[src/rtl/button_conditioner_pkg.sv]
// Shared types and default timing constants for the push-button front end.
// The five button levels travel as one packed buttons_t bus.
package button_conditioner_pkg;

    localparam int BUTTON_COUNT            = 5;
    localparam int DEFAULT_DEBOUNCE_CYCLES = 1000000;
    localparam int DEFAULT_SYNC_STAGES     = 2;
    localparam int DEFAULT_REPEAT_DELAY    = 50000000;
    localparam int DEFAULT_REPEAT_PERIOD   = 10000000;

    typedef struct packed {
        logic center;
        logic up;
        logic right;
        logic down;
        logic left;
    } buttons_t;

endpackage

[src/rtl/button_conditioner_debounce_channel.sv]
// One button: synchroniser, stable-level debouncer, press/release pulses.
// Optional auto-repeat of the press pulse when BUTTON_AUTOREPEAT_EN is defined.
module debounce_channel
    import button_conditioner_pkg::*;
#(
    parameter int DEBOUNCE_CYCLES = DEFAULT_DEBOUNCE_CYCLES,
    parameter int SYNC_STAGES     = DEFAULT_SYNC_STAGES,
    parameter int REPEAT_DELAY    = DEFAULT_REPEAT_DELAY,
    parameter int REPEAT_PERIOD   = DEFAULT_REPEAT_PERIOD
) (
    input  logic clk,
    input  logic rst,
    input  logic raw,
    output logic level,
    output logic pressed,
    output logic released
);

    localparam int CNT_W = $clog2(DEBOUNCE_CYCLES + 1);
    localparam logic [CNT_W-1:0] CNT_LAST = CNT_W'(DEBOUNCE_CYCLES - 1);

    if (DEBOUNCE_CYCLES < 1) begin : g_bad_debounce
        $error("debounce_channel: DEBOUNCE_CYCLES must be >= 1");
    end
    if (SYNC_STAGES < 2) begin : g_bad_sync
        $error("debounce_channel: SYNC_STAGES must be >= 2");
    end
    if (REPEAT_DELAY < 1 || REPEAT_PERIOD < 1) begin : g_bad_repeat
        $error("debounce_channel: REPEAT_DELAY and REPEAT_PERIOD must be >= 1");
    end

    logic [SYNC_STAGES-1:0] sync_q, sync_d;
    logic [CNT_W-1:0]       cnt_q, cnt_d;
    logic                   level_q, level_d;
    logic                   pressed_q, pressed_d;
    logic                   released_q, released_d;
    logic                   s;
    logic                   rise;

    always_comb begin
        sync_d  = {sync_q[SYNC_STAGES-2:0], raw};
        s       = sync_q[SYNC_STAGES-1];
        level_d = level_q;
        cnt_d   = cnt_q + CNT_W'(1);
        // Any cycle agreeing with the stable level restarts qualification.
        if (s == level_q) begin
            cnt_d = '0;
        end else if (cnt_q == CNT_LAST) begin
            level_d = s;
            cnt_d   = '0;
        end
        rise       = level_d & ~level_q;
        released_d = ~level_d & level_q;
    end

`ifdef BUTTON_AUTOREPEAT_EN
    localparam int RPT_MAX = (REPEAT_DELAY > REPEAT_PERIOD) ? REPEAT_DELAY : REPEAT_PERIOD;
    localparam int RPT_W   = $clog2(RPT_MAX + 1);
    localparam logic [RPT_W-1:0] DELAY_LAST  = RPT_W'(REPEAT_DELAY - 1);
    localparam logic [RPT_W-1:0] PERIOD_LAST = RPT_W'(REPEAT_PERIOD - 1);

    logic [RPT_W-1:0] rpt_cnt_q, rpt_cnt_d;
    logic             rpt_first_q, rpt_first_d;
    logic             rpt_hit;

    always_comb begin
        rpt_cnt_d   = rpt_cnt_q + RPT_W'(1);
        rpt_first_d = rpt_first_q;
        rpt_hit     = 1'b0;
        if (!level_q || rise) begin
            rpt_cnt_d   = '0;
            rpt_first_d = 1'b1;
        end else if (rpt_cnt_q == (rpt_first_q ? DELAY_LAST : PERIOD_LAST)) begin
            // Gated by level_d so a release in this cycle wins over a repeat.
            rpt_hit     = level_d;
            rpt_cnt_d   = '0;
            rpt_first_d = 1'b0;
        end
        pressed_d = rise | rpt_hit;
    end

    always_ff @(posedge clk or posedge rst) begin
        if (rst) begin
            rpt_cnt_q   <= '0;
            rpt_first_q <= 1'b1;
        end else begin
            rpt_cnt_q   <= rpt_cnt_d;
            rpt_first_q <= rpt_first_d;
        end
    end
`else
    always_comb begin
        pressed_d = rise;
    end
`endif

    always_ff @(posedge clk or posedge rst) begin
        if (rst) begin
            sync_q     <= '0;
            cnt_q      <= '0;
            level_q    <= 1'b0;
            pressed_q  <= 1'b0;
            released_q <= 1'b0;
        end else begin
            sync_q     <= sync_d;
            cnt_q      <= cnt_d;
            level_q    <= level_d;
            pressed_q  <= pressed_d;
            released_q <= released_d;
        end
    end

    assign level    = level_q;
    assign pressed  = pressed_q;
    assign released = released_q;

endmodule

[src/rtl/button_conditioner.sv]
// Conditions the five raw board buttons into clean levels plus press/release pulses.
// Define BUTTON_AUTOREPEAT_EN to add auto-repeat press pulses while a button is held.
module button_conditioner
    import button_conditioner_pkg::*;
#(
    parameter int DEBOUNCE_CYCLES = DEFAULT_DEBOUNCE_CYCLES,
    parameter int SYNC_STAGES     = DEFAULT_SYNC_STAGES,
    parameter int REPEAT_DELAY    = DEFAULT_REPEAT_DELAY,
    parameter int REPEAT_PERIOD   = DEFAULT_REPEAT_PERIOD
) (
    input  logic     clock_100mhz,
    input  logic     reset,
    input  buttons_t raw_buttons,
    output buttons_t buttons,
    output buttons_t pressed,
    output buttons_t released,
    output logic     any_held
);

    logic [BUTTON_COUNT-1:0] raw_vec;
    logic [BUTTON_COUNT-1:0] level_vec;
    logic [BUTTON_COUNT-1:0] press_vec;
    logic [BUTTON_COUNT-1:0] release_vec;

    assign raw_vec = raw_buttons;

    for (genvar gi = 0; gi < BUTTON_COUNT; gi++) begin : g_chan
        debounce_channel #(
            .DEBOUNCE_CYCLES(DEBOUNCE_CYCLES),
            .SYNC_STAGES    (SYNC_STAGES),
            .REPEAT_DELAY   (REPEAT_DELAY),
            .REPEAT_PERIOD  (REPEAT_PERIOD)
        ) u_chan (
            .clk     (clock_100mhz),
            .rst     (reset),
            .raw     (raw_vec[gi]),
            .level   (level_vec[gi]),
            .pressed (press_vec[gi]),
            .released(release_vec[gi])
        );
    end

    assign buttons  = buttons_t'(level_vec);
    assign pressed  = buttons_t'(press_vec);
    assign released = buttons_t'(release_vec);
    assign any_held = |level_vec;

endmodule

[config.mk]
export PLATFORM = sky130hd
export DESIGN_NAME = button_conditioner
export DESIGN_NICKNAME = d
export VERILOG_FILES = /design/src/rtl/button_conditioner_pkg.sv /design/src/rtl/button_conditioner_debounce_channel.sv /design/src/rtl/button_conditioner.sv
export SDC_FILE = /design/constraint.sdc
export NUM_CORES = 1
export LEC_CHECK = 0
export ABC_AREA = 1
export ABC_CLOCK_PERIOD_IN_PS = 14100
export CAP_MARGIN = 25
export CORE_AREA = 2 2 146 148
export CTS_CLUSTER_DIAMETER = 30
export DETAILED_ROUTE_END_ITERATION = 7
export DIE_AREA = 0 0 148 150
export PLACE_DENSITY = 0.6
export SETUP_SLACK_MARGIN = 0.4
export SYNTH_ARGS = -nofsm -noshare
export SYNTH_HDL_FRONTEND = slang
export SYNTH_SLANG_ARGS = --single-unit
[constraint.sdc]
create_clock -name clock_100mhz -period 14.1 [get_ports clock_100mhz]
set_input_delay 3.525 -clock clock_100mhz [delete_from_list [all_inputs] [get_ports clock_100mhz]]
set_output_delay 3.525 -clock clock_100mhz [all_outputs]
set_load 0.02 [all_outputs]
Yosys cells after proc, flatten, opt, wreduce, memory -nomap -nowiden. Cells that the tools add are included.

Bits in registers: 125. Input port bits: 7. Output and inout bits: 16. Word-level logic and storage cells: 81.

Add/sub/neg operators: 5. Eq/ne operators: 10. Multiplexer cells: 20. Bitwise logic cells: 20. Reduce and logical (&&, ||, !) cells: 1.

Operators by type and width (number): $mux W20 (10); $add A20 B1 Y20 const B (5); $eq A20 B20 Y1 const B (5); $and A1 B1 Y1 (10); $mux W1 (10); $not A1 Y1 (10); $eq A1 B1 Y1 (5); $reduce_or A5 Y1 (1).

Depth between registers and ports, before layout.
Word-level depth: 5. Mapped depth: 9. Depth with buffers taken out: 9.

Cells and area by module. A second synthesis with hierarchy kept.

Cell total of the unflattened synthesis: 839. Area, all modules: 7054.3 µm².

By module, submodules not included: debounce_channel (times used 5, cells each 167, area an instance 1407.6 µm², sequential area each 625.6 µm²); button_conditioner (times used 1, cells each 4, area an instance 16.3 µm², sequential area each 0.0 µm²).

Worst setup path after synthesis. OpenSTA, ideal clock, no wires.

Path kind: flip-flop to output port. From: reg g_chan[2].u_chan.level_q. To: out any_held. Arrival time: 0.811 ns. Required time: 10.575 ns. Setup slack: 9.764 ns. Stages on the path, launching flop included: 3. Path buffers: 0. Cells stage by stage: dfrtp_1 nor3_1 nand3_1.

Word-level cells in the longest chain between the ends: 1.

Ends and longest elaborated chain: start: declaration (line button_conditioner_debounce_channel.sv:34) `logic level_q, level_d;`; start signal: assignment (line button_conditioner_debounce_channel.sv:107) `level_q <= level_d;`; $reduce_or A5 Y1 (line button_conditioner.sv:46) `assign any_held = |level_vec;`; end: declaration (line button_conditioner.sv:17) `output logic any_held`.

Every way passes these cells.

Worst setup path after layout. Same ends and word-level chain as after synthesis.

==> impl_metrics.py <==
metrics = {
    "cells_and_area": {
        "drive_above_1_share_pct": 11.9,
        "antennaDiodeCount": 0,
        "fin_util_pct": 37.3,
        "synthToLayoutAreaGrowth_pct": 15.8,
        "nets": 872,
        "fin_area_um2": 7730,
        "fin_cells": 1147,
    },
    "worst_setup_path": {
        "worst-setup-path-type": "register to primary output",
        "cp-endpoint": "any_held",
        "r2r_slack_ns": 12.53,
        "cp.depth": 3,
        "cp.arrival_ns": 2.26,
        "crit_slowest_cell": "nor3_1",
        "worst-path-max-fanout": 5,
        "crit_buf_inv": 1,
        "path_cells": "nor3_1 -> nand3_1 -> clkdlybuf4s50_1",
        "reg2reg_depth": 5,
        "crit_path_start_kind": "register",
        "rr_endpoint": "g_chan[0].u_chan.pressed",
        "crit_path_max_incr_delay_ns": 0.59,
        "cp_top_family": "simple AND/OR/NAND/NOR gates",
        "crit_start": "g_chan[2].u_chan.level",
        "cp.required_ns": 10.57,
        "cp-end-kind": "primary output",
        "r2r_start": "g_chan[0].u_chan.cnt_q[0]",
    },
    "cts": {
        "clk_latency_ns": 0.41,
        "cts_made_buffers": 17,
        "cts_root_buf": "clkbuf_16",
        "path_clk_slew_ns": 0.05,
        "htreeDepth": 4,
        "hold_buffers": 0,
        "tritoncts": "done",
        "cts-resized-gates": 0,
        "post_cts_buffers": 0,
        "clock_tree.buffer_depth": 2,
        "clock-sinks": 125,
    },
    "logic_synthesis": {
        "synth_top_area_share_pct": 46.9,
        "yosys.area.top_type": "dfrtp_1",
        "yosys_warnings": 0,
        "seq_area_frac_synth_pct": 46.9,
        "syn-cell-area_um2": 6670,
        "synthArstFlopShare_pct": 100,
        "synth_seq_cells": 125,
        "synth_area_leaders": "dfrtp_1 47%, nor2_1 12%, nand2_1 7.8%",
        "avgSynthCellArea_um2": 8.01,
        "ys.flop_type": "dfrtp_1",
        "ys_types": 32,
        "synth_edf_count": 0,
        "synth_common_cells": "210 x nor2_1, 138 x nand2_1, 125 x dfrtp_1",
        "synthCells": 833,
        "synth_most_common_cell": "nor2_1",
        "synth_nets": 845,
    },
    "outcome": {
        "outcome": "complete, no violations",
    },
    "grt": {
        "grt_overflow": 0,
        "grt_pass1_vias": 4936,
        "grt_max_degree": 65,
        "antenna_found_initial": 0,
        "track_usage_pct": 13.1,
        "grt_pass1_wl_um": 23500,
    },
    "sta": {
        "hold_slack_ns": 0.352,
        "timing.slew.headroom_pct": 47.1,
        "tightest_slew_ns": 0.793,
        "finalCritPeriodShare_pct": 41.0,
        "fmax_ghz": 0.173,
        "finalCriticalPeriod_ns": 5.78,
        "finalHoldViolations": 0,
        "fin_ws_ns": 8.32,
        "tns_ns": 0,
        "rsz0062_at_grt": "no",
        "drv_slew": 0,
        "setup_viol": 0,
        "clock_skew_ns": 0.0109,
    },
    "drt": {
        "antenna_left": 0,
        "drt_iter0_drc": 301,
        "vias": 5056,
        "avgViaCountPerCell": 4.41,
        "drc": 0,
        "wl_per_cell_um": 11.6,
        "drtPass1Iterations": 5,
        "totalWireLength_um": 13300,
    },
    "power_and_ir_drop": {
        "power_frac_comb_pct": 2.9,
        "p_sw_uw": 173,
        "p_leak_nw": 3.16,
        "pwr-share-clk_pct": 52.7,
        "p_per_area_nw_per_um2": 107,
        "internal_power_uw": 656,
        "total_power_uw": 829,
        "p_sw_share_pct": 20.9,
        "ir_worst_vdd_mv": 0.0781,
        "pwr-share-seq_pct": 44.4,
    },
    "min_path": {
        "hold_class": "register to register",
    },
    "floorplan": {
        "die_y_um": 150,
        "rows": 53,
        "dieWidth_um": 148,
        "ios": 23,
        "coreArea_um2": 20700,
        "initial_core_util_pct": 32.3,
        "die_area_um2": 22200,
    },
    "place": {
        "gp_congestion": 0.853,
        "dp_slack_ns": 8.75,
        "hpwlAfterDp_um": 9490,
        "placed_cell_area_um2": 7140,
        "dp.cells": 1116,
        "io_buffer_count": 22,
    },
    "job": {
        "maxCapViolations": 0,
    },
}
[power groups by stage]
stage                     Combinational (mW)  Sequential (mW)  Clock [mW]
after global placement                0.0246            0.374           0
after floorplan                       0.0172            0.373           0
after detailed placement              0.0251            0.375           0
after CTS                             0.0252            0.368       0.450
after global routing                  0.0286            0.369       0.464
final                                 0.0240            0.368       0.437
[cells by family after synthesis]
group                      count (synthesis)  share of synthesized area (%)
DFF                                      125                           46.9
xor gates and xnor gates                  53                           7.18
AOI/OAI and AO/OA                         24                           2.16
adders and majority gates                  5                          0.937
and+or+nand+nor                          525                           36.3
buffers and inverters                    101                           6.56
[registers in the layout, summed over array words and instances, names as in the netlist]
signal	cells
g_chan.u_chan.released	5
g_chan.u_chan.pressed	5
g_chan.u_chan.cnt_q	100
g_chan.u_chan.sync_q	10
g_chan.u_chan.level	5
[layer usage]
metal,GRT usage (%),wire length (um),vias up
met1,18.2,6860,2295
li1,-,-,2667
met5,0,0,-
met3,2.96,494,13
met4,4.29,146,0
met2,20.3,5820,81
[cell type report]
| type | instances | area [um2] |
|---|---|---|
| inverters | 84 | 320 |
| well taps | 275 | 344 |
| clock inverters | 7 | 113 |
| flip-flops and latches | 125 | 3130 |
| clock buffers | 24 | 472 |
| repair buffers | 25 | 243 |
| multi-input cells | 607 | 3110 |
| fillers | 2118 | 13000 |
[worst min-delay path by stage]
stage,startpoint,to,slack (ns),cells after the start
2_1_floorplan,g_chan[0].u_chan.sync_q[0],g_chan[0].u_chan.sync_q[1],0.33,0
3_3_place_gp,g_chan[4].u_chan.sync_q[0],g_chan[4].u_chan.sync_q[1],0.33,0
3_5_place_dp,g_chan[4].u_chan.sync_q[0],g_chan[4].u_chan.sync_q[1],0.34,0
4_1_cts,g_chan[4].u_chan.sync_q[0],g_chan[4].u_chan.sync_q[1],0.35,0
5_1_grt,g_chan[4].u_chan.sync_q[0],g_chan[4].u_chan.sync_q[1],0.36,0
6_report,g_chan[4].u_chan.sync_q[0],g_chan[4].u_chan.sync_q[1],0.35,0
[layout by cell type (no fill, tap or decap), types with 3 or more instances in the layout]
cell,Yosys,routed
nand3_1,67,67
nor2_4,12,12
o21ai_1,4,4
dfrtp_1,125,125
inv_2,10,10
and2_1,3,3
bufinv_16,0,3
clkdlybuf4s50_1,0,22
o21bai_1,3,3
nand4_1,20,20
nor2_2,23,23
nor3_1,19,19
xor2_1,28,28
clkbuf_16,0,17
buf_4,15,3
nor3b_1,5,5
a21oi_1,12,12
xnor2_1,23,23
nor2_1,210,210
ha_1,5,5
nand3_2,6,6
clkinv_2,0,3
inv_1,74,73
nand2_1,138,138
nand2_2,15,15
clkbuf_1,0,5
Note: power is estimated with default switching activity, not from simulation.
==> patch: new RTL, same flow settings <==
One comparison of `cnt_q` changes from == to >=.
--- a/src/rtl/button_conditioner_debounce_channel.sv
+++ b/src/rtl/button_conditioner_debounce_channel.sv
@@ -45,7 +45,7 @@
         // Any cycle agreeing with the stable level restarts qualification.
         if (s == level_q) begin
             cnt_d = '0;
-        end else if (cnt_q == CNT_LAST) begin
+        end else if (cnt_q >= CNT_LAST) begin
             level_d = s;
             cnt_d   = '0;
         end
Formal check against the unedited RTL: same outputs for any inputs over 10 cycles, from zero or initial values and one cycle with reset high; that may be too few to reach the edited logic, so the function may still have changed.
==> patch against the unedited design <==
  * Setup slack gained 0.26 ns
  * Routed wire length shrank 4.4%
  * Sequential cell count unchanged
  * Total power rose by 4.9%
  * Largest power group unchanged
  * First-iteration DRC count is 31% lower
  * Synthesized cell count rose by 4.4%
  * Area after synthesis grew 1.3%
  * Highest routed layer unchanged
  * Cell area rose by 0.44%
  * Global-route usage fell by 0.73 points
==> patch: results (changes against the unedited design) <==
| Metric | Value |
|---|---|
| Peak VDD IR | 0.0677 mV (was 0.0781 mV) |
| Synth Area in Compound Gates | 1.89% (was 2.16%) |
| Synth Area in XOR/XNOR | 7.77% (was 7.18%) |
| Vias | 5,094 (was 5,056) |
| Status | complete, no violations (unchanged) |
| Detail Route met2 WL | 5740 um (was 5820 um) |
| Hpwl dp | 8980 um (was 9490 um) |
| Pleak | 3.37 nW (was 3.16 nW) |
| First-pass GRT wire length | 22,200 um (was 23,500 um) |
| Relative slew slack | 46.0% (was 47.1%) |
| Worst R2R Setup Slack | 12.15 ns (was 12.53 ns) |
| Met2 Usage GRT | 20.0% (was 20.3%) |
| Top post-synthesis cells by area | dfrtp_1 (46%), nand2_1 (12%), nor2_1 (10%) (was dfrtp_1 (47%), nor2_1 (12%), nand2_1 (7.8%)) |
| Layout cells sized above 1 | 8.01% (was 11.9%) |
| Met3 GRT Util | 3.48% (was 2.96%) |
| Number of global-route vias before repair | 4,846 (was 4,936) |
| Post-synthesis adder-cell area fraction | 0.925% (was 0.937%) |
| Clock skew | 0.00609 ns (was 0.0109 ns) |
| Met3 Wirelength | 383 um (was 494 um) |
| Met1 Usage GRT | 16.0% (was 18.2%) |
| Total wire length | 12,700 um (was 13,300 um) |
| Nets | 898 (was 872) |
| RR Endpoint | g_chan[3].u_chan.cnt_q[4]$_DFF_PP0_ (was g_chan[0].u_chan.pressed$_DFF_PP0_) |
| Cell family with most CP delay | buffers and inverters (was simple AND/OR/NAND/NOR gates) |
| Synth cell types | 25 (was 32) |
| Slowest-stage cell, CP | clkdlybuf4s50_1 (was nor3_1) |
| Seq/Total Area, Yosys | 46.3% (was 46.9%) |
==> patch: report_power, final <==
part / internal (mW) / switching [mW]
clock network: 0.303 / 0.178
logic: 0.00600 / 0.0154
registers: 0.364 / 0.00458
==> patch: per-stage QoR <==
stage	instance area, sq um	worst slack, ns	cells
4_1_cts	7760	8.56	1174
5_1_grt	7760	8.48	1174
2_1_floorplan	6760	7.25	870
3_3_place_gp	7120	8.84	1142
6_report	7760	8.57	1174
3_5_place_dp	7120	8.83	1142
==> patch: cell type report <==
class	instances	area, sq um	area share [%]
tap	275	344	4.43
sequential	125	3130	40.3
clock inverter	15	220	2.84
timing repair buffer	23	228	2.93
inverter	102	388	5.00
multi-input combinational	617	3030	39.0
clock buffer	17	425	5.48
==> patch: worst register-to-register path, delay by kind of cell, from the launching register on <==
family,cells,cell delay (ns)
AND/OR/NAND/NOR,5,1.18
flip-flops,1,0.41
adder cells (fa/ha/maj),1,0.27
